### src/rtl/seg7_pkg.sv
// rtl/seg7_pkg.sv - seven-segment pattern constants and hex decoder
// Patterns are active-high, ordered {g,f,e,d,c,b,a} with segment a in bit 0.
package seg7_pkg;

    localparam logic [6:0] SEG_0   = 7'h3F;
    localparam logic [6:0] SEG_1   = 7'h06;
    localparam logic [6:0] SEG_2   = 7'h5B;
    localparam logic [6:0] SEG_3   = 7'h4F;
    localparam logic [6:0] SEG_4   = 7'h66;
    localparam logic [6:0] SEG_5   = 7'h6D;
    localparam logic [6:0] SEG_6   = 7'h7D;
    localparam logic [6:0] SEG_7   = 7'h07;
    localparam logic [6:0] SEG_8   = 7'h7F;
    localparam logic [6:0] SEG_9   = 7'h6F;
    localparam logic [6:0] SEG_A   = 7'h77;
    localparam logic [6:0] SEG_B   = 7'h7C;
    localparam logic [6:0] SEG_C   = 7'h39;
    localparam logic [6:0] SEG_D   = 7'h5E;
    localparam logic [6:0] SEG_E   = 7'h79;
    localparam logic [6:0] SEG_F   = 7'h71;
    localparam logic [6:0] SEG_OFF = 7'h00;

    function automatic logic [6:0] seg7_decode(input logic [3:0] code);
        logic [6:0] pat;
        case (code)
            4'h0:    pat = SEG_0;
            4'h1:    pat = SEG_1;
            4'h2:    pat = SEG_2;
            4'h3:    pat = SEG_3;
            4'h4:    pat = SEG_4;
            4'h5:    pat = SEG_5;
            4'h6:    pat = SEG_6;
            4'h7:    pat = SEG_7;
            4'h8:    pat = SEG_8;
            4'h9:    pat = SEG_9;
            4'hA:    pat = SEG_A;
            4'hB:    pat = SEG_B;
            4'hC:    pat = SEG_C;
            4'hD:    pat = SEG_D;
            4'hE:    pat = SEG_E;
            default: pat = SEG_F;
        endcase
        return pat;
    endfunction

endpackage

### src/rtl/multi_digit_tube_scanner_if.sv
// rtl/multi_digit_tube_scanner_if.sv - command and display bus of the tube scanner
// master: drives i_inc/i_dec/i_clr pulses, observes display and value.
// slave:  the scanner; consumes commands, drives o_digitalTube/o_sel/o_value/o_wrap.
interface multi_digit_tube_scanner_if #(
    parameter int N_DIGITS = 4
);
    logic                    i_inc;
    logic                    i_dec;
    logic                    i_clr;
    logic [6:0]              o_digitalTube;
    logic [N_DIGITS-1:0]     o_sel;
    logic [4*N_DIGITS-1:0]   o_value;
    logic                    o_wrap;

    modport master (
        output i_inc, i_dec, i_clr,
        input  o_digitalTube, o_sel, o_value, o_wrap
    );

    modport slave (
        input  i_inc, i_dec, i_clr,
        output o_digitalTube, o_sel, o_value, o_wrap
    );
endinterface

### src/rtl/multi_digit_tube_scanner_scan_timer.sv
// rtl/multi_digit_tube_scanner_scan_timer.sv - refresh prescaler and round-robin digit index
// i_clk, i_rst : clock, synchronous active-high reset
// index        : digit currently being scanned (0..N_DIGITS-1)
// advance      : high on the last prescaler cycle of a slot; index moves on that edge
module seg7_scan_timer #(
    parameter int SCAN_DIV = 100000,
    parameter int N_DIGITS = 4,
    parameter int IDX_W    = $clog2(N_DIGITS)
) (
    input  logic             i_clk,
    input  logic             i_rst,
    output logic [IDX_W-1:0] index,
    output logic             advance
);
    localparam int               PRE_W    = $clog2(SCAN_DIV);
    localparam logic [PRE_W-1:0] PRE_LAST = PRE_W'(SCAN_DIV - 1);
    localparam logic [IDX_W-1:0] IDX_LAST = IDX_W'(N_DIGITS - 1);

    logic [PRE_W-1:0] prescale;

    assign advance = (prescale == PRE_LAST);

    always_ff @(posedge i_clk) begin
        if (i_rst) begin
            prescale <= '0;
            index    <= '0;
        end else if (advance) begin
            prescale <= '0;
            index    <= (index == IDX_LAST) ? '0 : index + 1'b1;
        end else begin
            prescale <= prescale + 1'b1;
        end
    end

endmodule

### src/rtl/multi_digit_tube_scanner.sv
// rtl/multi_digit_tube_scanner.sv - N-digit up/down counter on a multiplexed 7-segment display
// i_clk, i_rst : clock, synchronous active-high reset
// bus (slave)  : i_inc/i_dec/i_clr one-cycle command pulses (clear wins, inc+dec cancel);
//                o_value packed digits (digit k at [4k+3:4k]), o_wrap one-cycle wrap pulse,
//                o_sel one-hot digit select, o_digitalTube {g..a} segments.
// Optional macro SEG7_LEADING_ZERO_BLANK_EN: blank leading zero digits (digit 0 always shown).
module multi_digit_tube_scanner #(
    parameter int N_DIGITS       = 4,
    parameter int RADIX          = 10,
    parameter int SCAN_DIV       = 100000,
    parameter bit SEG_ACTIVE_LOW = 1'b0,
    parameter bit SEL_ACTIVE_LOW = 1'b0
) (
    input  logic                     i_clk,
    input  logic                     i_rst,
    multi_digit_tube_scanner_if.slave bus
);
    import seg7_pkg::*;

    localparam int                  IDX_W     = $clog2(N_DIGITS);
    localparam logic [3:0]          DIGIT_MAX = 4'(RADIX - 1);
    localparam logic [6:0]          SEG_POL   = SEG_ACTIVE_LOW ? 7'h7F : 7'h00;
    localparam logic [N_DIGITS-1:0] SEL_POL   = SEL_ACTIVE_LOW ? {N_DIGITS{1'b1}} : '0;

    if (!(RADIX == 10 || RADIX == 16)) begin : g_bad_radix
        $error("multi_digit_tube_scanner: RADIX must be 10 or 16");
    end
    if (N_DIGITS < 2 || N_DIGITS > 8) begin : g_bad_digits
        $error("multi_digit_tube_scanner: N_DIGITS must be 2..8");
    end
    if (SCAN_DIV < 2) begin : g_bad_div
        $error("multi_digit_tube_scanner: SCAN_DIV must be >= 2");
    end

    logic [4*N_DIGITS-1:0] value_q;
    logic [4*N_DIGITS-1:0] next_value;
    logic                  wrap_q;
    logic                  next_wrap;
    logic                  carry;

    logic [3:0]            digits [N_DIGITS];
    logic [IDX_W-1:0]      scan_index;
    logic                  scan_advance;
    logic [N_DIGITS-1:0]   lead_blank;
    logic [3:0]            cur_digit;
    logic [6:0]            cur_pattern;
    logic [N_DIGITS-1:0]   cur_sel;

    seg7_scan_timer #(
        .SCAN_DIV (SCAN_DIV),
        .N_DIGITS (N_DIGITS),
        .IDX_W    (IDX_W)
    ) u_scan_timer (
        .i_clk   (i_clk),
        .i_rst   (i_rst),
        .index   (scan_index),
        .advance (scan_advance)
    );

    // Ripple carry/borrow across all digits in a single cycle. A carry
    // surviving past the top digit means the whole value wrapped.
    always_comb begin
        next_value = value_q;
        next_wrap  = 1'b0;
        carry      = 1'b0;
        if (bus.i_clr) begin
            next_value = '0;
        end else if (bus.i_inc != bus.i_dec) begin
            carry = 1'b1;
            for (int k = 0; k < N_DIGITS; k++) begin
                if (carry) begin
                    if (bus.i_inc) begin
                        if (value_q[4*k +: 4] == DIGIT_MAX) begin
                            next_value[4*k +: 4] = 4'd0;
                        end else begin
                            next_value[4*k +: 4] = value_q[4*k +: 4] + 4'd1;
                            carry                = 1'b0;
                        end
                    end else begin
                        if (value_q[4*k +: 4] == 4'd0) begin
                            next_value[4*k +: 4] = DIGIT_MAX;
                        end else begin
                            next_value[4*k +: 4] = value_q[4*k +: 4] - 4'd1;
                            carry                = 1'b0;
                        end
                    end
                end
            end
            next_wrap = carry;
        end
    end

    always_ff @(posedge i_clk) begin
        if (i_rst) begin
            value_q <= '0;
            wrap_q  <= 1'b0;
        end else begin
            value_q <= next_value;
            wrap_q  <= next_wrap;
        end
    end

    for (genvar g = 0; g < N_DIGITS; g++) begin : g_digits
        assign digits[g] = value_q[4*g +: 4];
    end

`ifdef SEG7_LEADING_ZERO_BLANK_EN
    // A digit is a leading zero when it and every digit above it are zero.
    always_comb begin
        logic higher_zero;
        higher_zero = 1'b1;
        lead_blank  = '0;
        for (int k = N_DIGITS - 1; k > 0; k--) begin
            higher_zero   = higher_zero & (digits[k] == 4'd0);
            lead_blank[k] = higher_zero;
        end
    end
`else
    assign lead_blank = '0;
`endif

    // The displayed digit is read from the live value register so a count
    // change reaches the tube on the very next output update.
    always_comb begin
        cur_digit   = digits[scan_index];
        cur_sel     = N_DIGITS'(1) << scan_index;
        cur_pattern = seg7_decode(cur_digit);
        if (RADIX == 10 && cur_digit > 4'd9) begin
            cur_pattern = SEG_OFF;
        end
        if (lead_blank[scan_index]) begin
            cur_pattern = SEG_OFF;
        end
    end

    // Select and segments share one register stage so they switch together.
    always_ff @(posedge i_clk) begin
        if (i_rst) begin
            bus.o_sel         <= SEL_POL;
            bus.o_digitalTube <= SEG_OFF ^ SEG_POL;
        end else begin
            bus.o_sel         <= cur_sel ^ SEL_POL;
            bus.o_digitalTube <= cur_pattern ^ SEG_POL;
        end
    end

    assign bus.o_value = value_q;
    assign bus.o_wrap  = wrap_q;

endmodule
### src/flat_wrapper.sv
// flat-port wrapper written by rule: the top's interface ports become plain ports
module multi_digit_tube_scanner_flat import seg7_pkg::*;
#(
    parameter int N_DIGITS       = 4,
    parameter int RADIX          = 10,
    parameter int SCAN_DIV       = 100000,
    parameter bit SEG_ACTIVE_LOW = 1'b0,
    parameter bit SEL_ACTIVE_LOW = 1'b0
)
  (i_clk, i_rst, bus_i_inc, bus_i_dec, bus_i_clr, bus_o_digitalTube, bus_o_sel, bus_o_value, bus_o_wrap);
  multi_digit_tube_scanner_if #(.N_DIGITS(N_DIGITS)) bus_i ();
  input  logic i_clk;
  input  logic i_rst;
  input wire logic [$bits(bus_i.i_inc)-1:0] bus_i_inc;
  input wire logic [$bits(bus_i.i_dec)-1:0] bus_i_dec;
  input wire logic [$bits(bus_i.i_clr)-1:0] bus_i_clr;
  output wire logic [$bits(bus_i.o_digitalTube)-1:0] bus_o_digitalTube;
  output wire logic [$bits(bus_i.o_sel)-1:0] bus_o_sel;
  output wire logic [$bits(bus_i.o_value)-1:0] bus_o_value;
  output wire logic [$bits(bus_i.o_wrap)-1:0] bus_o_wrap;
  assign bus_i.i_inc = bus_i_inc;
  assign bus_i.i_dec = bus_i_dec;
  assign bus_i.i_clr = bus_i_clr;
  assign bus_o_digitalTube = bus_i.o_digitalTube;
  assign bus_o_sel = bus_i.o_sel;
  assign bus_o_value = bus_i.o_value;
  assign bus_o_wrap = bus_i.o_wrap;
  multi_digit_tube_scanner #(.N_DIGITS(N_DIGITS), .RADIX(RADIX), .SCAN_DIV(SCAN_DIV), .SEG_ACTIVE_LOW(SEG_ACTIVE_LOW), .SEL_ACTIVE_LOW(SEL_ACTIVE_LOW)) u_core (.i_clk(i_clk), .i_rst(i_rst), .bus(bus_i));
endmodule
### config.mk
export PLATFORM = sky130hd
export DESIGN_NAME = multi_digit_tube_scanner_flat
export DESIGN_NICKNAME = d
export VERILOG_FILES = /design/src/rtl/seg7_pkg.sv /design/src/rtl/multi_digit_tube_scanner_if.sv /design/src/rtl/multi_digit_tube_scanner_scan_timer.sv /design/src/rtl/multi_digit_tube_scanner.sv /design/src/flat_wrapper.sv
export SDC_FILE = /design/constraint.sdc
export NUM_CORES = 1
export LEC_CHECK = 0
export CORE_ASPECT_RATIO = 1.75
export CORE_MARGIN = 5
export CORE_UTILIZATION = 30
export CTS_CLUSTER_SIZE = 25
export DETAILED_ROUTE_END_ITERATION = 8
export PLACE_DENSITY_LB_ADDON = 0.15
export SLEW_MARGIN = 0
export SYNTH_ARGS = -nofsm -noshare
export SYNTH_HDL_FRONTEND = slang
export SYNTH_SLANG_ARGS = --single-unit
### constraint.sdc
create_clock -name i_clk -period 2.71 [get_ports i_clk]
set_input_delay 0.542 -clock i_clk [delete_from_list [all_inputs] [get_ports i_clk]]
set_output_delay 0.542 -clock i_clk [all_outputs]
set_load 0.03 [all_outputs]
# Word level (Yosys, flattened, before mapping)
# Memories as Yosys holds them, arrays and structs flattened. A register that Yosys moved wholly into a read port is not among the register bits.
# Cells that the tools add are included.
# op_classes
n_addsub	10
n_mul	0
div	0
magnitude_cmp	3
n_eq_ne	7
n_shift	1
n_mux	38
bitwise	3
reduce_logical	11
# ops
op	n
$mux 4	14
$mux 1	21
$add 17x1->17 const B	1
$eq 17x17->1 const B	1
$add 4x1->4 const B	4
$eq 4x4->1 const B	4
$logic_not 4->1	4
$sub 4x1->4 const B	4
$bmux 4 s2	1
$reduce_and 2->1	3
$gt 4x4->1 const B	1
$reduce_or 2->1	2
$reduce_or 4->1	1
$shl 1x2->4 const A	1
$ge 3x3->1 const B	1
$lt 2x3->1 const B	1
$not 2->3	1
$reduce_or 3->1	1
$add 2x1->2 const B	1
$bmux 1 s2	1
$eq 2x2->1 const B	1
$mux 2	1
$not 1->1	2
$ne 1x1->1	1
# totals
reg_bits	40
latchBits	0
ram_bits	0
mem_bits_ro	112
in_bits	5
output_inout_bits	28
wordCells	82
n_memories	1
# mem_list
name	depth	word_bits	read_ports	rd_clocked_by_memory_dff	write_ports	line_no	text
(name not given)	16	7	1	1	0	seg7_pkg.sv:25	case (code)

# Longest topological paths before layout
# depth
ltp_word	13
depth_mapped	8
depth_no_buf	7

# By module
# Synthesis repeated with hierarchy kept, for this count alone.
# hier_totals
cells_unflattened	332
hier_area_um2	2781.4
# by_module_without_submodules
mod	n_inst	cells_each	area_each_um2	seq_area_each_um2
multi_digit_tube_scanner	1	238	1929.4	560.5
seg7_scan_timer	1	94	852.1	380.4

# Worst setup path after synthesis
# Ideal clock, no wire load.
# synth_path
path_kind	flip-flop to flip-flop
start	register u_core.value_q[0], in the netlist u_core.bus.o_value[0]
end	register u_core.bus.o_digitalTube[0]
setup_time_ns	0.070
arrival_time_ns	1.987
required_ns	2.640
setup_slack_ns	0.653
stages_incl_launch_ff	8
n_path_buf	1
cell_sequence	dfxtp_1 buf_2 mux4_2 ha_1 or3_1 o21ai_0 o21ai_0 a21oi_1
# synth_via
elab_chain_cells	5
# synth_lines
element	line_no	text
from (decl)	multi_digit_tube_scanner.sv:35	logic [4*N_DIGITS-1:0] value_q;
from (signal assigned)	multi_digit_tube_scanner.sv:98	value_q <= next_value;
$bmux 4 s2 (*)	multi_digit_tube_scanner.sv:125	cur_digit = digits[scan_index];
$mux 4 (implied by the code) (*) (2 in a row)	multi_digit_tube_scanner.sv:125	
$gt 4x4->1	multi_digit_tube_scanner.sv:128	if (RADIX == 10 && cur_digit > 4'd9) begin
$reduce_or 3->1 (no source line)	-	
to (decl)	multi_digit_tube_scanner_if.sv:22	output o_digitalTube, o_sel, o_value, o_wrap
# Every way passes the cells marked *; elsewhere a longest branch is shown, timed or not. The select of a mux whose other input is x is not followed.
# A chain may end at the register's enable or synchronous reset.

# Worst setup path in the final report
# layout_path
start	input port bus_i_inc
end	register u_core.value_q[11], in the netlist u_core.bus.o_value[11]
# layout_via
elab_chain_cells	7
word_cells_on_any_way	10
# layout_lines
element	line_no	text
from (decl)	flat_wrapper.sv:14	input wire logic [$bits(bus_i.i_inc)-1:0] bus_i_inc;
$mux 1	multi_digit_tube_scanner.sv:72	if (bus.i_inc) begin
$mux 1	multi_digit_tube_scanner.sv:68	end else if (bus.i_inc != bus.i_dec) begin
$mux 1	multi_digit_tube_scanner.sv:66	if (bus.i_clr) begin
$mux 1	multi_digit_tube_scanner.sv:71	if (carry) begin
$mux 1	multi_digit_tube_scanner.sv:68	
$mux 1	multi_digit_tube_scanner.sv:66	
$reduce_and 2->1 (no source line)	-	
# Parallel ways exist; a longest one is shown, timed or not. The select of a mux whose other input is x is not followed.

==> qor.csv <==
stage,metric,value,unit
timing,fin worst setup slack,0.5352,ns
setup_path,critical path endpoint category,register,
grt,number of global-route vias before repair,2108,
placed_design,# port buffers,32,
die,Die W,80.73,um
timing,crit path time final,2.175,ns
grt,GRT overflow,0,
grt,initial antenna violation count,0,
yosys,Seq cells post-synth,47,
setup_path,worst-path cell chain,clkdlybuf4s50_1 -> nor4b_2 -> or2_2 -> nand4_2 -> or3_1 -> a21oi_1,
setup_path,crit path DAT,2.40,ns
clock_tree,hold_buf cts,0,
placed_design,pre-CTS WS,0.2369,ns
yosys,Synth Area in Compound Gates,0.1505,
hold_path,hold worst-path end,u_core.u_scan_timer.prescale[0],
clock_tree,CTS resizes,0,
yosys,number of synthesized flops with an enable pin,0,
yosys,Post-synth ARST share,0,
power_and_ir_drop,PwrDens,490.3,nW/um^2
power_and_ir_drop,combinational power share,0.104,
yosys,Synth Area in Adders,0.04288,
flow_run,max_cap viols,0,
placed_design,Placement Cell Area,3079,sq um
yosys,synth top area cells,"dfxtp_1 36%, nor2_1 6.3%, xor2_1 4.3%",
drt,DR vias,2260,
timing,Final Max Tran Viols,0,
setup_path,R2R Path End,u_core.bus.o_digitalTube[0],
setup_path,WS Path Type,input port to register,
power_and_ir_drop,Clk pwr share,0.444,
yosys,multiplexer share of the synthesized area,0.07051,
hold_path,Hold Path Stages,1,
cells_and_area,area grow syn2layout,23.44,%
setup_path,required time worst endpoint,2.93,ns
setup_path,CP startpoint,bus_i_inc,
setup_path,CP peak stage delay,0.55,ns
cells_and_area,nets,356,
yosys,Yosys warning count,0,
timing,period utilization,0.8025,
cells_and_area,fill count,881,
clock_tree,clock slew at reported path FFs,0.06,ns
grt,Tot GR Track Use,0.1261,
placed_design,hpwl dp,4819,um
drt,drt total wl,6432,um
timing,Worst-Margin Slew,0.5882,ns
timing,f_max,459.8,MHz
yosys,"area leader, netlist",dfxtp_1,
die,Die Y,133.8,um
timing,Slew Limit Headroom,0.6079,
timing,Fin. Hold Viols,0,
die,core footprint,8615,sq um
hold_path,worst hold path class,register to register,
timing,total negative slack,0,ns
clock_tree,clock tree buffer depth,2,
drt,drt pass-1 iters,4,
yosys,xor-xnor portion of the synthesized cell area,0.08004,
power_and_ir_drop,Pwr Total,1590,uW
drt,WL/cell,14.01,um
yosys,synth cell count leaders,"47 x dfxtp_1, 44 x nor2_1, 21 x a21oi_1",
clock_tree,root buf cell,clkbuf_16,
power_and_ir_drop,switching share of power,0.2417,
placed_design,GP Congestion,0.8018,
power_and_ir_drop,Sw Pwr,384.2,uW
cells_and_area,Reg area,940.9,sq um
yosys,sequential fraction of the synthesis area,0.3583,
yosys,leading cell type by number of instances after synthesis,dfxtp_1,
timing,RSZ-0062 raised after global routing,false,
yosys,synthesized netlist cell count,312,
clock_tree,CTS buffer count,5,
cells_and_area,multi-input logic area,1578,sq um
die,Initial Util,0.3049,
clock_tree,clock sink count,47,
grt,pin count of the biggest net entering global routing,18,
clock_tree,"Clk Latency, worst-skew pair",0.29,ns
setup_path,Worst path slowest cell,clkdlybuf4s50_1,
die,I/O Pins,33,
clock_tree,H-tree levels,2,
clock_tree,CTS tree,done,
hold_path,HP Start,u_core.u_scan_timer.prescale[0],
setup_path,critical-path maximum fanout,8,
cells_and_area,cell area after layout,3242,sq um
cells_and_area,# diodes,0,
drt,Routed Antenna Nets,0,
yosys,Synth Area in Simple Gates,0.2568,
clock_tree,setup bufs post-CTS,0,
setup_path,type of origin of the critical path,input port,
setup_path,R2R Path Start,u_core.u_scan_timer.index[1],
yosys,dominant synthesized flop cell,dfxtp_1,
yosys,synth unique cells,49,
timing,Clock Skew,0.006427,ns
yosys,Synth top area share,0.3583,
yosys,Syn Area/Cell,8.418,sq um
power_and_ir_drop,sequential share of power,0.453,
yosys,largest family of logic cells by synthesized area,simple AND/OR/NAND/NOR gates,
drt,vias per inst,4.924,
power_and_ir_drop,Max rail drop VDD,0.0003638,V
yosys,Post-Syn Nets,326,
power_and_ir_drop,P_int,1205,uW
timing,final setup fails,0,
drt,Initial DRC Count,71,
outcome,outcome,"complete, no violations",
setup_path,flop2flop setup slack,0.55,ns
cells_and_area,share of cells above drive strength 1,0.1053,
die,row count,45,
yosys,Post-Syn Area,2626,sq um
setup_path,R2R depth,6,
power_and_ir_drop,P_leak,0.001100,uW
die,die area,10800,sq um
timing,hold_ws,0.4611,ns
grt,global-route wire length before repair,10500,um
drt,DRC Markers,0,
## worst max-delay path: cells and delay by family
kind                   cells  cell delay [ns]
and+or+nand+nor            4             1.16
buffers and inverters      1             0.55
AOI/OAI and AO/OA          1             0.15
## layout by cell type, fill, tap and decap left out, types with 3 or more instances in the layout
master | Yosys | final
dfxtp_1 | 47 | 47
nor2_1 | 44 | 44
clkdlybuf4s50_1 | 0 | 32
a21oi_1 | 21 | 21
o21ai_0 | 20 | 20
nand2_1 | 18 | 18
xor2_1 | 13 | 13
nor3_1 | 12 | 12
xnor2_1 | 11 | 11
inv_1 | 9 | 9
ha_1 | 9 | 9
or3_1 | 8 | 8
buf_4 | 1 | 8
nand3_1 | 7 | 7
nand4_1 | 6 | 6
mux2i_1 | 5 | 5
a31oi_1 | 5 | 5
and3_1 | 5 | 5
or2_2 | 5 | 5
clkbuf_16 | 0 | 5
mux2_2 | 4 | 4
and2_1 | 4 | 4
nor4_1 | 4 | 4
mux4_2 | 3 | 3
nand2b_1 | 3 | 3
nor3b_1 | 3 | 3
o221a_2 | 3 | 3
## registers in the layout, indices dropped and copies added (netlist names)
register and flops:
u_core.bus.o_sel 4, u_core.bus.o_value 16, u_core.bus.o_wrap 1, u_core.u_scan_timer.index 2
u_core.u_scan_timer.prescale 17, u_core.bus.o_digitalTube 7
## routing by layer
layer  track usage  part of all wire
met5             0                 0
met4       0.05639             0.023
met2        0.2352              0.56
met1        0.1284              0.39
met3       0.03024             0.036
## stage by stage
step | utilization | instances
after CTS | 0.3763 | 459
after global placement | 0.3574 | 452
after global routing | 0.3763 | 459
after detailed placement | 0.3574 | 452
after floorplan | - | 312
final | 0.3763 | 459
## layout make-up
class | count | share of cell area
Multi-Input combinational cell | 239 | 0.4867
Tap cell | 117 | 0.04516
Clock inverter | 2 | 0.01158
Clock buffer | 5 | 0.03860
Sequential cell | 47 | 0.2902
Inverter | 9 | 0.01042
Timing Repair Buffer | 40 | 0.1173
## worst max-delay path by stage
stage | end | cells after the start
3_3_place_gp | u_core.bus.o_value[13] | 6
4_1_cts | bus_o_value[2] | 1
3_5_place_dp | u_core.bus.o_value[14] | 6
5_1_grt | u_core.bus.o_digitalTube[4] | 6
6_report | u_core.bus.o_value[11] | 6
2_1_floorplan | u_core.bus.o_digitalTube[0] | 7
## cells by family after synthesis
group,count (synthesis)
DFF,47
adders and majority gates,9
and+or+nand+nor,130
muxes,13
AOI/OAI and AO/OA,63
xor gates and xnor gates,24
buffers and inverters,26
## power groups by stage
stage	logic [uW]	clock network, uW	registers [uW]
global placement	164	0	736
finish	165	705	720
CTS	166	730	720
floorplan	84.5	0	758
detailed placement	166	0	736
global route	180	756	722
Note: power is estimated with default switching activity, not from simulation.
==> patch (same flow settings) <==
Build with the macro `SEG7_LEADING_ZERO_BLANK_EN` defined.
--- a/src/rtl/multi_digit_tube_scanner.sv
+++ b/src/rtl/multi_digit_tube_scanner.sv
@@ -5,4 +5,6 @@
 //                o_sel one-hot digit select, o_digitalTube {g..a} segments.
 // Optional macro SEG7_LEADING_ZERO_BLANK_EN: blank leading zero digits (digit 0 always shown).
+`define SEG7_LEADING_ZERO_BLANK_EN
+
 module multi_digit_tube_scanner #(
     parameter int N_DIGITS       = 4,
Check against the original RTL: no difference found for any inputs over 10 cycles, from zero or initial values and one cycle with i_rst high; that may be too few to reach the edited logic, so the function may still have changed.
==> patch against the original RTL <==
Via count rose by 4.2%; worst setup slack got worse by 0.019 ns; synthesized cell count rose by 4.8%; synthesized area rose by 5.6%; cell area rose by 3.7%; sequential cell count did not move; sequential share of layout area fell by 1.0 points; wire length rose by 1.2%; hold slack got worse by 0.014 ns; total power rose by 4.1%; largest power group is now the clock network.
==> patch: results (changes against the original RTL) <==
- Status: complete, no violations
- GR Util met1: 14.8% (+1.9 points)
- Starting DRT DRC Count: 96 (+35%)
- Syn Nets: 341 (+4.6%)
- Multi-input gate count: 245 (+2.5%)
- GRT Overall Usage: 12.6% (-0.059 points)
- Gate power share: 11.7% (+1.3 points)
- Xor/xnor share of the synthesized area: 4.74% (-3.3 points)
- Synth cell types: 59 (+20%)
- Detailed-routed wire length on met2: 3470 µm (-2.7%)
- Synth Area in Adders: 4.06% (-0.23 points)
- Non-clock inverter count: 7 (-2)
- Area contributors post-synth: dfxtp_1 (34%), ha_1 (4.1%), a21oi_1 (4.0%)
- First-pass GRT wire length: 10900 µm (+4.1%)
- Mux share of post-synthesis cell area: 5.41% (-1.6 points)
- Clk tree area frac: 5.28% (+0.27 points)
- Worst R2R Setup Slack: 0.52 ns (-0.03 ns)
- Cell Int Power: 1.25 mW (+4.0%)
- Vias: 2355 (+4.2%)
- WL/cell: 13.8 µm (-1.2%)
- WHS: 0.447 ns (-0.0144 ns)
- Post-DP HPWL: 4870 µm (+1.1%)
- Max VDD drop: 0.232 mV (-36%)
- NonClk Buf Share: 12.0% (+0.25 points)
- Filler cell count: 957 (+8.6%)
- Grt met2 use: 21.9% (-1.6 points)
- Metal3 WL: 187 µm (-19%)
- Layout Nets: 363 (+2.0%)
- CP max stage delay: 0.57 ns (+0.02 ns)
- Sequential share of power: 43.6% (-1.7 points)
- Fraction of area in multi-input gates: 49.5% (+0.83 points)
- Clock buf count: 6 (+1)
- Num sequential: 47 (unchanged)
- Vias in the first global route: 2208 (+4.7%)
- Top cells by count, synth: dfxtp_1 (47), nor2_1 (29), a21oi_1 (22), nand2_1 (19), o21ai_0 (16)
- Slew headroom: 61.3% (+0.50 points)
- Seq/Total Area, Yosys: 33.9% (-1.9 points)
- Compound-Gate Fraction of Synth Area: 17.2% (+2.2 points)
## patch: cell types whose count changed in the layout (fill, tap and decap cells not counted), sizes merged, moves of 4 or more
| cell | change |
|---|---|
| nor2 | -15 |
| nor2b | +5 |
| or4 | +6 |
| mux2 | -4 |
| xnor2 | -8 |
| o31ai | +6 |
| a311oi | +4 |
## patch: worst paths after layout
path                              startpoint                               to  cells after the start
min          u_core.u_scan_timer.prescale[0]  u_core.u_scan_timer.prescale[0]                      1
max                    u_core.bus.o_value[9]      u_core.bus.o_digitalTube[0]                      7
max reg2reg            u_core.bus.o_value[9]      u_core.bus.o_digitalTube[0]                      7
min reg2reg  u_core.u_scan_timer.prescale[0]  u_core.u_scan_timer.prescale[0]                      1
## patch: per-stage QoR
stage	worst slack, ns	cell area (µm²)	std cells
CTS	0.456	3360	470
detailed placement	0.237	3180	462
floorplan	0.552	2770	327
finish	0.516	3360	470
global route	0.252	3360	470
global placement	0.248	3180	462
